<file path="config.mk">
export PLATFORM = sky130hd
export DESIGN_NAME = arr_port_arbiter
export DESIGN_NICKNAME = d
export VERILOG_FILES = /design/src/rtl/arr_arb_pkg.sv /design/src/rtl/arr_rr_picker.sv /design/src/rtl/arr_port_arbiter.sv
export SDC_FILE = /design/constraint.sdc
export NUM_CORES = 1
export LEC_CHECK = 0
export ABC_AREA = 1
export CORE_MARGIN = 10
export CORE_UTILIZATION = 45
export DETAILED_ROUTE_END_ITERATION = 8
export MAX_ROUTING_LAYER = met4
export PLACE_DENSITY = 0.72
export SYNTH_ARGS = -nofsm -noshare
export SYNTH_HDL_FRONTEND = slang
export SYNTH_HIERARCHICAL = 1
export SYNTH_SLANG_ARGS = --single-unit
</file>
<file path="constraint.sdc">
create_clock -name clk -period 3.05 [get_ports clk]
set_input_delay 0.7625 -clock clk [delete_from_list [all_inputs] [get_ports clk]]
set_output_delay 0.7625 -clock clk [all_outputs]
set_load 0.02 [all_outputs]
</file>
<file path="src/rtl/arr_arb_pkg.sv">
// arr_arb_pkg: shared types and helpers for the array port arbiter.
// MAX_NREQ bounds the number of kernel requesters any build may use;
// owner indices and the round-robin pointer are sized from it.
package arr_arb_pkg;

    localparam int MAX_NREQ = 8;
    localparam int OWNER_W  = $clog2(MAX_NREQ);

    // Bookkeeping for the single kernel read that can be in flight
    typedef struct packed {
        logic               pending;
        logic [OWNER_W-1:0] owner;
    } rd_track_t;

    // Round-robin pick over a MAX_NREQ-wide request vector. Scanning starts
    // at ptr and wraps modulo MAX_NREQ. Callers that use fewer requesters
    // zero-pad the upper bits, which are then skipped on the way round, so
    // the result equals a scan modulo the real requester count as long as
    // ptr is below that count.
    function automatic logic [MAX_NREQ-1:0] rr_pick(
        input logic [MAX_NREQ-1:0] req,
        input logic [OWNER_W-1:0]  ptr
    );
        logic [MAX_NREQ-1:0] pick;
        logic                found;
        logic [OWNER_W-1:0]  idx;
        pick  = '0;
        found = 1'b0;
        for (int off = 0; off < MAX_NREQ; off++) begin
            idx = ptr + OWNER_W'(off);
            if (!found && req[idx]) begin
                pick[idx] = 1'b1;
                found     = 1'b1;
            end
        end
        return pick;
    endfunction

endpackage

</file>
<file path="src/rtl/arr_rr_picker.sv">
// arr_rr_picker: combinational rotate-priority encoder. The first asserted
// request at or after ptr (wrapping) wins; the winner is returned both
// one-hot and as an index.
module arr_rr_picker
    import arr_arb_pkg::*;
#(
    parameter int NREQ = 2
) (
    input  logic [NREQ-1:0]    req,
    input  logic [OWNER_W-1:0] ptr,
    output logic [NREQ-1:0]    gnt,
    output logic               pick_valid,
    output logic [OWNER_W-1:0] idx
);

    logic [MAX_NREQ-1:0] req_pad;
    logic [MAX_NREQ-1:0] gnt_pad;

    // Widen to the package width, pick, then encode the winner's index
    always_comb begin
        req_pad           = '0;
        req_pad[NREQ-1:0] = req;
        gnt_pad           = rr_pick(req_pad, ptr);
        gnt               = gnt_pad[NREQ-1:0];
        pick_valid        = |gnt_pad;
        idx               = '0;
        for (int i = 0; i < MAX_NREQ; i++) begin
            if (gnt_pad[i]) begin
                idx = OWNER_W'(i);
            end
        end
    end

endmodule

</file>
<file path="src/rtl/arr_port_arbiter.sv">
// arr_port_arbiter: shares one single-port synchronous array (1-cycle read
// latency) between NREQ kernel requesters and the host control port.
// The host (controlArr) always wins; kernels are served round-robin, one
// access per cycle, and each kernel read is returned with a per-requester
// rvalid one cycle after its grant.
// Build option: define ARB_LOCK_EN to add req_lock, which lets the current
// owner keep the grant for a burst while it holds req and req_lock high.
module arr_port_arbiter
    import arr_arb_pkg::*;
#(
    parameter int NREQ   = 2,
    parameter int ADDR_W = 1,
    parameter int DATA_W = 1
) (
    input  logic                     clk,
    input  logic                     rst,
    input  logic [NREQ-1:0]          req,
    input  logic [NREQ-1:0]          req_we,
    input  logic [NREQ*ADDR_W-1:0]   req_addr,
    input  logic [NREQ*DATA_W-1:0]   req_wdata,
`ifdef ARB_LOCK_EN
    input  logic [NREQ-1:0]          req_lock,
`endif
    output logic [NREQ-1:0]          gnt,
    output logic [NREQ-1:0]          rvalid,
    output logic [DATA_W-1:0]        rdata,
    input  logic                     controlArr,
    input  logic                     controlArrWEnable,
    input  logic [ADDR_W-1:0]        controlArrAddr,
    input  logic [DATA_W-1:0]        controlArrWData,
    output logic [DATA_W-1:0]        controlArrRData,
    output logic                     arrWEnable,
    output logic [ADDR_W-1:0]        arrAddr,
    output logic [DATA_W-1:0]        arrWData,
    input  logic [DATA_W-1:0]        arrRData,
    output logic                     busy
);

    logic [OWNER_W-1:0] rr_ptr;
    logic [OWNER_W-1:0] scan_ptr;
    logic [NREQ-1:0]    pick_gnt;
    logic               pick_valid;
    logic [OWNER_W-1:0] pick_idx;
    logic               kernel_grant;
    logic               sel_we;
    logic [ADDR_W-1:0]  sel_addr;
    logic [DATA_W-1:0]  sel_wdata;
    rd_track_t          rd_q;
`ifdef ARB_LOCK_EN
    logic               lock_hold;
    logic               owner_locked;
    logic               sel_lock;
`endif

    // Next round-robin start position after requester k
    function automatic logic [OWNER_W-1:0] ptr_after(input logic [OWNER_W-1:0] k);
        if (k == OWNER_W'(NREQ - 1)) begin
            return '0;
        end
        return k + OWNER_W'(1);
    endfunction

    // Choose where the scan starts; a released lock moves past its owner
    always_comb begin
        scan_ptr = rr_ptr;
`ifdef ARB_LOCK_EN
        owner_locked = 1'b0;
        for (int i = 0; i < NREQ; i++) begin
            if (rr_ptr == OWNER_W'(i)) begin
                owner_locked = req[i] & req_lock[i];
            end
        end
        if (lock_hold && !owner_locked) begin
            scan_ptr = ptr_after(rr_ptr);
        end
`endif
    end

    arr_rr_picker #(
        .NREQ (NREQ)
    ) u_picker (
        .req        (req),
        .ptr        (scan_ptr),
        .gnt        (pick_gnt),
        .pick_valid (pick_valid),
        .idx        (pick_idx)
    );

    // A kernel only gets the array when the host does not want it
    assign kernel_grant = pick_valid & ~controlArr;
    assign gnt          = (kernel_grant & ~rst) ? pick_gnt : '0;

    // One-hot mux of the winning requester's access fields
    always_comb begin
        sel_we    = 1'b0;
        sel_addr  = '0;
        sel_wdata = '0;
`ifdef ARB_LOCK_EN
        sel_lock  = 1'b0;
`endif
        for (int i = 0; i < NREQ; i++) begin
            if (pick_gnt[i]) begin
                sel_we    = req_we[i];
                sel_addr  = req_addr[i*ADDR_W +: ADDR_W];
                sel_wdata = req_wdata[i*DATA_W +: DATA_W];
`ifdef ARB_LOCK_EN
                sel_lock  = req_lock[i];
`endif
            end
        end
    end

    // Drive the memory port: host passthrough, kernel access, or idle
    always_comb begin
        if (controlArr) begin
            arrWEnable = controlArrWEnable;
            arrAddr    = controlArrAddr;
            arrWData   = controlArrWData;
        end else if (kernel_grant && !rst) begin
            arrWEnable = sel_we;
            arrAddr    = sel_addr;
            arrWData   = sel_wdata;
        end else begin
            arrWEnable = 1'b0;
            arrAddr    = 'x;
            arrWData   = 'x;
        end
    end

    assign rdata           = arrRData;
    assign controlArrRData = controlArr ? arrRData : 'x;

    // Flag the owner of the read whose data is on rdata this cycle
    always_comb begin
        rvalid = '0;
        for (int i = 0; i < NREQ; i++) begin
            if (rd_q.pending && (rd_q.owner == OWNER_W'(i))) begin
                rvalid[i] = 1'b1;
            end
        end
    end

    assign busy = rd_q.pending;

    // Advance the round-robin pointer and record the in-flight read
    always_ff @(posedge clk or posedge rst) begin
        if (rst) begin
            rr_ptr    <= '0;
            rd_q      <= '0;
`ifdef ARB_LOCK_EN
            lock_hold <= 1'b0;
`endif
        end else begin
            if (kernel_grant) begin
`ifdef ARB_LOCK_EN
                rr_ptr    <= sel_lock ? pick_idx : ptr_after(pick_idx);
                lock_hold <= sel_lock;
`else
                rr_ptr    <= ptr_after(pick_idx);
`endif
            end
            rd_q.pending <= kernel_grant & ~sel_we;
            if (kernel_grant && !sel_we) begin
                rd_q.owner <= pick_idx;
            end
        end
    end

endmodule

</file>
# After elaboration in Yosys (flattened, before gate mapping)
# Index checks and enable logic that the tools add are counted.
[totals]
out_inout_bits = 10
reg_bits = 7
input_bits = 15
elab_cells = 146
[op_classes]
n_reduce_logical = 30
bitwise_logic = 13
mux = 74
n_addsub = 8
n_eq_ne = 2
order_cmp = 16
[op_table]
columns = ["op", "n"]
rows = [
  ["8-bit two-way mux", 8],
  ["8-bit OR", 7],
  ["1-bit two-way mux", 41],
  ["3-bit by 4-bit < comparator with 1-bit output (second input constant)", 8],
  ["1-bit binary-select mux with 3-bit select", 8],
  ["1-bit demux with 3-bit select", 8],
  ["3-bit by 1-bit >= comparator with 1-bit output (second input constant)", 8],
  ["1-bit logical AND", 19],
  ["3-bit two-way mux", 6],
  ["3-bit adder (second input constant)", 4],
  ["1-bit zero test", 9],
  ["8-bit OR reduction", 1],
  ["3-bit by 1-bit adder with 3-bit output (second input constant)", 2],
  ["3-bit by 2-bit adder with 3-bit output (second input constant)", 2],
  ["3-bit by 1-bit == test with 1-bit output (second input constant)", 2],
  ["2-bit two-way mux", 3],
  ["1-bit AND", 3],
  ["3-bit zero test", 1],
  ["1-bit inverter", 3],
]

# Longest topological paths before layout
# Gate-level depths: netlist (run 1).
[logic_depth]
ltp_word = 35
depth_mapped = 19
mapped_depth_nobuf = 19

# By module
# Netlist (run 1), hierarchy kept.
[by_module_without_submodules]
columns = ["module", "n_inst", "seq_area_each_um2", "area_each_um2", "cells_each"]
rows = [
  ["arr_rr_picker", 1, 0.0, 775.7, 146],
  ["arr_port_arbiter", 1, 175.2, 434.2, 65],
]

# Worst setup path before layout (run 1)
# Ideal clock, no wire load.
[synth_path]
path_kind = "reg2out"
start = "register rr_ptr[0]"
end = "output port arrWEnable"
arrival_time_ns = 2.599
path_buffers = 1
setup_slack_ns = -0.311
path_stages_with_launch = 18
t_required_ns = 2.288
cell_sequence = "dfrtp_1 -> inv_1 -> buf_2 -> ha_1 -> inv_1 -> nand3_4 -> nand3_2 -> nor2_4 -> nand4_4 -> inv_1 -> nand2_1 -> nand3_1 -> nor2_1 -> nand3_2 -> inv_1 -> nor2_4 -> nand2_1 -> o21ai_1"
[synth_between]
elab_chain_len = 29
word_cells_on_any_way = 106
cone_classes = "7 x add/sub; 16 x order compare; 51 x mux; 8 x bitwise; 24 x reduce/logical"
[synth_lines]
columns = ["element", "line", "rtl"]
rows = [
  ["from (decl)", "arr_port_arbiter.sv:39", "logic [OWNER_W-1:0] rr_ptr;"],
  ["from (signal assigned)", "arr_port_arbiter.sv:159", "rr_ptr <= ptr_after(pick_idx);"],
  ["parallel branches: the longest is 23 deep, another holds 3-bit by 4-bit < comparator with 1-bit output", "n/a", ""],
  ["8-bit two-way mux *", "arr_arb_pkg.sv:31", "if (!found && req[idx]) begin"],
  ["via pick_gnt[0]", "arr_port_arbiter.sv:41", "logic [NREQ-1:0] pick_gnt;"],
  ["8-bit OR reduction *", "arr_rr_picker.sv:25", "pick_valid = |gnt_pad;"],
  ["via pick_valid", "arr_port_arbiter.sv:42", "logic pick_valid;"],
  ["1-bit AND *", "arr_port_arbiter.sv:90", "assign kernel_grant = pick_valid & ~controlArr;"],
  ["1-bit logical AND *", "arr_port_arbiter.sv:119", "end else if (kernel_grant && !rst) begin"],
  ["1-bit two-way mux *", "arr_port_arbiter.sv:119", ""],
  ["1-bit two-way mux *", "arr_port_arbiter.sv:115", "if (controlArr) begin"],
  ["to (decl)", "arr_port_arbiter.sv:32", "output logic arrWEnable,"],
]
# Mark *: on every way through the listed nets, which the timed path passes. The select of a mux whose other input is x is not followed.

# Worst setup path in the final report (run 1)
[layout_path]
start = "register rr_ptr[1]"
end = "output port arrWEnable"
[layout_between]
elab_chain_len = 29
word_cells_on_any_way = 106
cone_classes = "7 x add/sub; 16 x order compare; 51 x mux; 8 x bitwise; 24 x reduce/logical"
[layout_lines]
columns = ["element", "line"]
rows = [
  ["parallel branches: the longest is 23 deep, another holds 3-bit by 4-bit < comparator with 1-bit output", "n/a"],
  ["8-bit two-way mux *", "arr_arb_pkg.sv:31"],
  ["8-bit OR reduction *", "arr_rr_picker.sv:25"],
  ["via pick_valid", "arr_port_arbiter.sv:42"],
  ["1-bit AND *", "arr_port_arbiter.sv:90"],
  ["1-bit logical AND *", "arr_port_arbiter.sv:119"],
  ["1-bit two-way mux *", "arr_port_arbiter.sv:119"],
  ["1-bit two-way mux *", "arr_port_arbiter.sv:115"],
]
# Marked as above.

==> run summary, run 1 <==
## Run status
* **result of the run** finished with violations
* **violations in the final reports** negative setup slack

## Timing
* **worst relative slew slack** 0.793
* **Setup Viol. Count Final** 5
* **final clock period utilization by the worst path** 1.12
* **count of pins over their slew limit** 0
* **unrepaired setup endpoints after global routing** yes
* **final hold violation count** 0
* **minimum clock period after layout** 3.43 ns
* **Worst Clk Skew** 0.00338 ns
* **Peak Freq** 0.292 GHz
* **setup_tns** -1.44 ns
* **post-route setup slack** -0.380 ns
* **Worst Max-Slew Pin Slew** 0.309 ns

## Global route
* **pin count of the biggest net entering global routing** 10
* **GRT Overall Usage** 0.152
* **number of global-route vias before repair** 1544
* **final global-route overflow total** 0
* **first-pass GRT wire length** 6.66 mm
* **antenna violations before repair** 0

## Logic synthesis
* **cell taking the most area after synthesis** sky130_fd_sc_hd__nand2_1
* **fraction of synthesized cell area taken by the top area cell type** 0.168
* **count of cell types in the netlist** 25
* **flops & latches, synth** 7
* **sequential share of the synthesized area** 0.145
* **post-synth net total** 232
* **cell count after synthesis** 211
* **number of synthesis warnings** 6
* **cells taking the most area after synthesis** sky130_fd_sc_hd__nand2_1 (17%), sky130_fd_sc_hd__dfrtp_1 (14%), sky130_fd_sc_hd__nor2_1 (11%), sky130_fd_sc_hd__inv_1 (10%), sky130_fd_sc_hd__nand3_1 (8.3%)
* **average footprint of a synthesized cell** 5.73 um2
* **Syn Std Cell Area** 1210 um2

## Die
* **height of the die** 71.9 um
* **die area** 5160 um2
* **floorplan row count** 18
* **I/O pin count** 25
* **initial core utilization** 0.480
* **core area** 2520 um2
* **die extent in x** 71.9 um

## Route
* **ratio of routed vias to standard cells** 5.20
* **drt drc** 0
* **total via count after detailed routing** 1581
* **post-route antenna net violation count** 0
* **number of violations reported at the end of detailed-routing iteration 0** 145
* **routed wire length** 4.03 mm
* **router iterations before antenna repair** 4
* **per-cell routed wire length** 13.3 um

## Cells and area
* **most frequent standard cell in the layout excluding fill and tap cells** sky130_fd_sc_hd__nand2_1
* **commonest cells after routing, fill and taps aside** sky130_fd_sc_hd__nand2_1 (48), sky130_fd_sc_hd__buf_4 (43), sky130_fd_sc_hd__inv_1 (26), sky130_fd_sc_hd__nor2_1 (26), sky130_fd_sc_hd__nand3_1 (17)
* **fraction of final layout cells sized beyond drive strength 1** 0.405
* **cell area after layout** 1970 um2
* **antenna diode count** 0
* **area growth from synthesis to final layout** 62.7%
* **final net count** 296

## Flow run
* **Max-Cap Viols** 0

## Worst setup path
* **Critical Setup Path Class** flip-flop to output pin
* **standard cell with the maximum stage delay on the critical path** sky130_fd_sc_hd__dfrtp_1
* **series of cell instances along the critical path** inv_2, ha_4, inv_4, nand3_4, nand3_4, nor2_4, nand4_4, o21ai_1, nor2_1, nand3_2, inv_2, nor2_4, nand2_4, o21ai_4, buf_6
* **Worst Setup End Kind** output pin
* **critical path required time** 2.29 ns
* **maximum fanout along the worst path** 7
* **arrival time worst endpoint** 2.67 ns
* **delay contributed by the slowest stage of the critical path** 0.41 ns
* **nature of the critical path startpoint** flip-flop

## CTS
* **total number of H-tree levels** 1
* **latest clock arrival within the worst-skew pair** 0.24 ns
* **buffer levels on the longest clock path** 2
* **clock transition at the registers of the reported paths** 0.05 ns
* **clock tree from TritonCTS** yes
* **CTS Root Buffer Type** sky130_fd_sc_hd__clkbuf_4
* **clock net sink count** 7
* **number of buffers created by CTS** 3

## Placement
* **half-perimeter wire length after placement** 3.15 mm
* **post-placement cell area** 1770 um2
* **Port Buf Inserts** 21
* **Final Wtd Congestion** 0.937

## Pwr
* **cell leakage power** 0.986 nW
* **maximum resistive drop on vdd** 0.000547 V
* **PnR Total Power** 1.29 mW
* **power per standard cell area** 656 nW/um2

## Worst hold path
* **worst min path class** flip-flop to flip-flop

## cells in the mapped netlist
| cell | n |
|---|---|
| sky130_fd_sc_hd__nand2_2 | 6 |
| sky130_fd_sc_hd__nor2_4 | 3 |
| sky130_fd_sc_hd__nor3_1 | 2 |
| sky130_fd_sc_hd__nand2_1 | 54 |
| sky130_fd_sc_hd__nand4_1 | 3 |
| sky130_fd_sc_hd__a22oi_1 | 1 |
| sky130_fd_sc_hd__dfrtp_1 | 7 |
| sky130_fd_sc_hd__nand3b_1 | 1 |
| sky130_fd_sc_hd__nor2_2 | 4 |
| sky130_fd_sc_hd__nand2_4 | 1 |
| sky130_fd_sc_hd__ha_1 | 6 |
| sky130_fd_sc_hd__nor2_1 | 34 |
| sky130_fd_sc_hd__nand4_4 | 1 |
| sky130_fd_sc_hd__inv_2 | 1 |
| sky130_fd_sc_hd__buf_4 | 2 |
| sky130_fd_sc_hd__nand3_1 | 20 |
| sky130_fd_sc_hd__nand3_4 | 1 |
| sky130_fd_sc_hd__inv_1 | 33 |
| sky130_fd_sc_hd__xor2_1 | 1 |
| sky130_fd_sc_hd__o21ai_0 | 4 |
| sky130_fd_sc_hd__a21oi_1 | 11 |
| sky130_fd_sc_hd__nand3_2 | 5 |
| sky130_fd_sc_hd__buf_2 | 1 |
| sky130_fd_sc_hd__buf_6 | 2 |
| sky130_fd_sc_hd__o21ai_1 | 7 |
## repair_timing
item | in CTS | in global routing
buffers inserted | 4 | 4
hold buffers | 0 | 0
pin swaps | 17 | 20
gates resized for setup | 44 | 23
cloned | 0 | 0
endpoints found under the setup margin | 5 | 5
## per-stage QoR
stage	hold slack, ns	util	setup WS (ns)	instances
3_3_place_gp	0.458	0.701	-1.09	292
2_1_floorplan	0.443	-	-0.0356	211
3_5_place_dp	0.465	0.701	-1.23	292
6_report	0.477	0.780	-0.380	304
4_1_cts	0.477	0.741	-0.306	300
5_1_grt	0.512	0.780	-0.542	304
## report_power, final
part           internal, mW  leakage (nW)  switching (mW)
logic                 0.475         0.877           0.612
clock network        0.0497        0.0150          0.0307
registers             0.110        0.0941          0.0146
total                 0.634         0.986           0.657
## state kept, by name, summed over array words and instances, names as in the netlist
register	flops
busy	1
rr_ptr	3
rd_q	3
## layout make-up
type	count	area [um2]
inverters	34	130
multi-input cells	165	1070
repair buffers	64	529
clock buffers	4	26.3
flip-flops and latches	7	175
well taps	30	37.5
fillers	187	554
## worst max-delay path, delay by kind of cell, from the launching register on
family	cells	cell delay [ns]
AO/OA/AOI/OAI	2	0.40
adder cells (fa/ha/maj)	1	0.31
buffers and inverters	4	0.33
flip-flops	1	0.41
AND/OR/NAND/NOR	8	0.98
## metal layers
layer | wire length, um | up-vias | global-route usage
met5 | 0 | - | -
met4 | 40 | 0 | 0.0258
met3 | 238 | 8 | 0.0220
met2 | 2080 | 59 | 0.266
met1 | 1670 | 727 | 0.182
li1 | - | 787 | -
## kinds of logic after synthesis
logic type,after synthesis,synth area share
AND/OR/NAND/NOR,135,0.548
adder cells (fa/ha/maj),6,0.0620
XOR/XNOR,1,0.00724
buffers and inverters,39,0.141
AO/OA/AOI/OAI,23,0.0972
flip-flops,7,0.145
## final timing paths
check / start / endpoint / slack [ns] / cells after the start
max: rr_ptr[1] / arrWEnable / -0.38 / 15
min: rd_q[1] / rd_q[1] / 0.48 / 2
max reg2reg: rr_ptr[1] / rr_ptr[1] / 0.28 / 18
min reg2reg: rd_q[1] / rd_q[1] / 0.48 / 2
max in group asynchronous: rst / rr_ptr[0] / 2.03 / 3
min in group asynchronous: rst / rd_q[0] / 0.90 / 3
Note: power is estimated with default switching activity, not from simulation.
==> run 2: changes to the inputs <==
--- a/config.mk
+++ b/config.mk
@@ -6,6 +6,7 @@
 export NUM_CORES = 1
 export LEC_CHECK = 0
 export ABC_AREA = 1
+export CAP_MARGIN = 20
 export CORE_MARGIN = 10
 export CORE_UTILIZATION = 45
 export DETAILED_ROUTE_END_ITERATION = 8
==> results of run 2 <==
No change in the layout: final DEF, timing and power equal those of run 1.
==> run 3: changes to the inputs <==
--- a/config.mk
+++ b/config.mk
@@ -11,8 +11,7 @@
 export CORE_UTILIZATION = 45
 export DETAILED_ROUTE_END_ITERATION = 8
 export MAX_ROUTING_LAYER = met4
-export PLACE_DENSITY = 0.72
+export PLACE_DENSITY = 0.71
 export SYNTH_ARGS = -nofsm -noshare
 export SYNTH_HDL_FRONTEND = slang
-export SYNTH_HIERARCHICAL = 1
 export SYNTH_SLANG_ARGS = --single-unit
==> run 3 against run 2 <==
  * The run still ends with negative setup slack left
  * Register-to-register slack got worse by 0.60 ns
  * First-iteration DRC count rose by 87%
  * Clock skew fell by 0.0018 ns
  * Count of clock-buffer cells in the layout did not move
  * Critical endpoint unchanged
==> run summary, run 3 <==
## Pwr
* **switching share of power** 0.510
* **maximum resistive drop on vdd** 0.000640 V
* **cell leakage power** 1.17 nW
* **PnR Total Power** 1.68 mW
* **total internal power** 822 uW
* **switching pwr** 855 uW
* **share of total power in combinational logic** 0.878
* **power per standard cell area** 745 nW/um2
* **clock power share** 0.046
* **sequential group share of total power** 0.076

## CTS
* **clock net sink count** 7
* **clock tree from TritonCTS** yes
* **CTS Root Buffer Type** sky130_fd_sc_hd__clkbuf_4
* **buffer levels on the longest clock path** 2
* **total number of H-tree levels** 1
* **latest clock arrival within the worst-skew pair** 0.24 ns
* **number of buffers created by CTS** 3
* **Hold Buf Count CTS** 0
* **clock transition at the registers of the reported paths** 0.05 ns

## Logic synthesis
* **most instantiated library cell after synthesis** sky130_fd_sc_hd__nand2_1
* **fraction of synthesized cell area taken by the top area cell type** 0.171
* **count of cell types in the netlist** 26
* **post-synth net total** 239
* **cells taking the most area after synthesis** sky130_fd_sc_hd__nand2_1 (17%), sky130_fd_sc_hd__dfrtp_1 (13%), sky130_fd_sc_hd__inv_1 (9.7%), sky130_fd_sc_hd__nand3_1 (8.7%), sky130_fd_sc_hd__nor2_1 (8.2%)
* **number of synthesis warnings** 0
* **cell count after synthesis** 218
* **flops & latches, synth** 7
* **average footprint of a synthesized cell** 6.06 um2
* **Syn Std Cell Area** 1320 um2
* **main flop type after synthesis** sky130_fd_sc_hd__dfrtp_1
* **Synth async-reset ratio** 1.00
* **sequential share of the synthesized area** 0.133
* **number of flops mapped to enable cells by yosys** 0
* **cell taking the most area after synthesis** sky130_fd_sc_hd__nand2_1
* **ranking of synthesized cells by instance count** sky130_fd_sc_hd__nand2_1 (60), sky130_fd_sc_hd__inv_1 (34), sky130_fd_sc_hd__nor2_1 (29)

## Timing
* **Worst Clk Skew** 0.00158 ns
* **final hold violation count** 0
* **unrepaired setup endpoints after global routing** yes
* **Worst Max-Slew Pin Slew** 0.252 ns
* **final clock period utilization by the worst path** 1.11
* **post-route setup slack** -0.347 ns
* **Setup Viol. Count Final** 9
* **Peak Freq** 0.294 GHz
* **count of pins over their slew limit** 0
* **minimum clock period after layout** 3.40 ns
* **worst relative slew slack** 0.830

## Worst setup path
* **Worst R2R End** rd_q[2]
* **Critical Setup Path Class** flip-flop to output pin
* **maximum fanout along the worst path** 4
* **Worst Setup End Kind** output pin
* **start of the worst register-to-register path** rr_ptr[1]
* **path depth of the worst reg2reg path** 26
* **critical path required time** 2.29 ns
* **arrival time worst endpoint** 2.63 ns
* **nature of the critical path startpoint** flip-flop
* **reg-to-reg slack, setup** -0.32 ns

## Cells and area
* **antenna diode count** 0
* **commonest cells after routing, fill and taps aside** sky130_fd_sc_hd__buf_4 (57), sky130_fd_sc_hd__nand2_1 (44), sky130_fd_sc_hd__inv_1 (25), sky130_fd_sc_hd__nor2_1 (25), sky130_fd_sc_hd__nand2_2 (18)
* **area growth from synthesis to final layout** 70.4%
* **fraction of final layout cells sized beyond drive strength 1** 0.495
* **final net count** 319
* **most frequent standard cell in the layout excluding fill and tap cells** sky130_fd_sc_hd__buf_4

## Placement
* **half-perimeter wire length after placement** 2.85 mm
* **Post-Place Worst Slack** -1.11 ns
* **Port Buf Inserts** 21
* **Final Wtd Congestion** 0.923

## Global route
* **number of global-route vias before repair** 1573
* **GRT Overall Usage** 0.164
* **first-pass GRT wire length** 7.18 mm
* **final global-route overflow total** 0
* **antenna violations before repair** 0
* **pin count of the biggest net entering global routing** 10

## Route
* **post-route antenna net violation count** 0
* **router iterations before antenna repair** 5
* **total via count after detailed routing** 1799
* **ratio of routed vias to standard cells** 5.48
* **per-cell routed wire length** 16.6 um
* **drt drc** 0
* **number of violations reported at the end of detailed-routing iteration 0** 271
* **routed wire length** 5.44 mm

## Worst hold path
* **Endpoint, Worst Hold** rd_q[1]
* **hold_sp** rd_q[1]
* **Hold Crit Depth** 2
* **worst min path class** flip-flop to flip-flop

## Flow run
* **Max-Cap Viols** 0

## Die
* **height of the die** 74.2 um
* **initial core utilization** 0.475
* **I/O pin count** 25
* **die extent in x** 74.2 um
* **floorplan row count** 19
* **die area** 5500 um2
* **core area** 2780 um2

## Run status
* **violations in the final reports** negative setup slack
* **result of the run** finished with violations

run 3: cell count changes after synthesis, sizes merged:
cell / change
inv: +5
nand4: -1
nor3: +2
a21oi: -9
nand2: +7
nand3: +4
a22oi: -1
run 3: power by group through the flow:
stage	clock network (mW)	logic [mW]	registers [mW]
2_1_floorplan	0	0.656	0.130
3_3_place_gp	0	0.956	0.126
3_5_place_dp	0	0.961	0.127
4_1_cts	0.0810	1.26	0.126
5_1_grt	0.0834	1.56	0.130
6_report	0.0775	1.47	0.128
run 3: worst max-delay path by stage:
stage              start          to  slack, ns  depth (start not counted)
2_1_floorplan     req[1]     arrAddr       0.03                         13
3_3_place_gp      req[1]     arrAddr      -1.05                         14
3_5_place_dp      req[1]     arrAddr      -1.11                         14
4_1_cts        rr_ptr[0]  arrWEnable      -0.18                         18
5_1_grt        rr_ptr[1]  arrWEnable      -0.48                         17
6_report       rr_ptr[1]  arrWEnable      -0.35                         17
run 3: repair_timing:
item | 4_1_cts | 5_1_grt
endpoints found under the setup margin | 5 | 9
buffers inserted | 18 | 7
gates resized for setup | 72 | 24
pin swaps | 35 | 19
run 3: stage by stage:
stage / std cells / util / hold slack (ns) / TNS (ns) / instance area, um2
after floorplan: 218 / - / 0.442 / 0 / 1330
after global placement: 299 / 0.644 / 0.455 / -5.34 / 1790
after detailed placement: 299 / 0.644 / 0.461 / -5.90 / 1790
after CTS: 321 / 0.755 / 0.475 / -1.07 / 2100
after global routing: 328 / 0.809 / 0.497 / -3.53 / 2250
final: 328 / 0.809 / 0.483 / -2.38 / 2250
run 3: critical path, cell delays in order, from the launching register on:
cell	delay, ns
sky130_fd_sc_hd__dfrtp_1	0.42
sky130_fd_sc_hd__inv_2	0.14
sky130_fd_sc_hd__ha_4	0.23
sky130_fd_sc_hd__buf_6	0.11
sky130_fd_sc_hd__nand2_4	0.08
sky130_fd_sc_hd__nor2_8	0.06
sky130_fd_sc_hd__buf_6	0.12
sky130_fd_sc_hd__nand2_2	0.07
sky130_fd_sc_hd__nor2_1	0.06
sky130_fd_sc_hd__nor2_1	0.16
sky130_fd_sc_hd__nand3_1	0.14
sky130_fd_sc_hd__nor2_2	0.18
sky130_fd_sc_hd__nand3_4	0.12
sky130_fd_sc_hd__nor2_4	0.18
sky130_fd_sc_hd__nor2_8	0.05
sky130_fd_sc_hd__nand3_2	0.07
sky130_fd_sc_hd__nand2_2	0.06
sky130_fd_sc_hd__buf_6	0.12
run 3: final cells by class:
class,count,area (um2)
clock buffer,4,26.3
fill,154,532
inverter,39,149
multi-input combinational,167,1170
sequential,7,175
tap,31,38.8
timing repair buffer,80,687
run 3: logic make-up after synthesis:
family	synth area share
AND/OR/NAND/NOR	0.611
buffers and inverters	0.140
AO/OA/AOI/OAI	0.0521
flip-flops	0.133
adder cells (fa/ha/maj)	0.0569
XOR/XNOR	0.00664
run 3: per-layer routing:
metal	routed length (um)	vias up	GRT usage
met3	406	29	0.0146
met4	189	0	0.0663
met2	2760	110	0.281
met5	0	-	-
li1	-	835	-
met1	2080	825	0.191
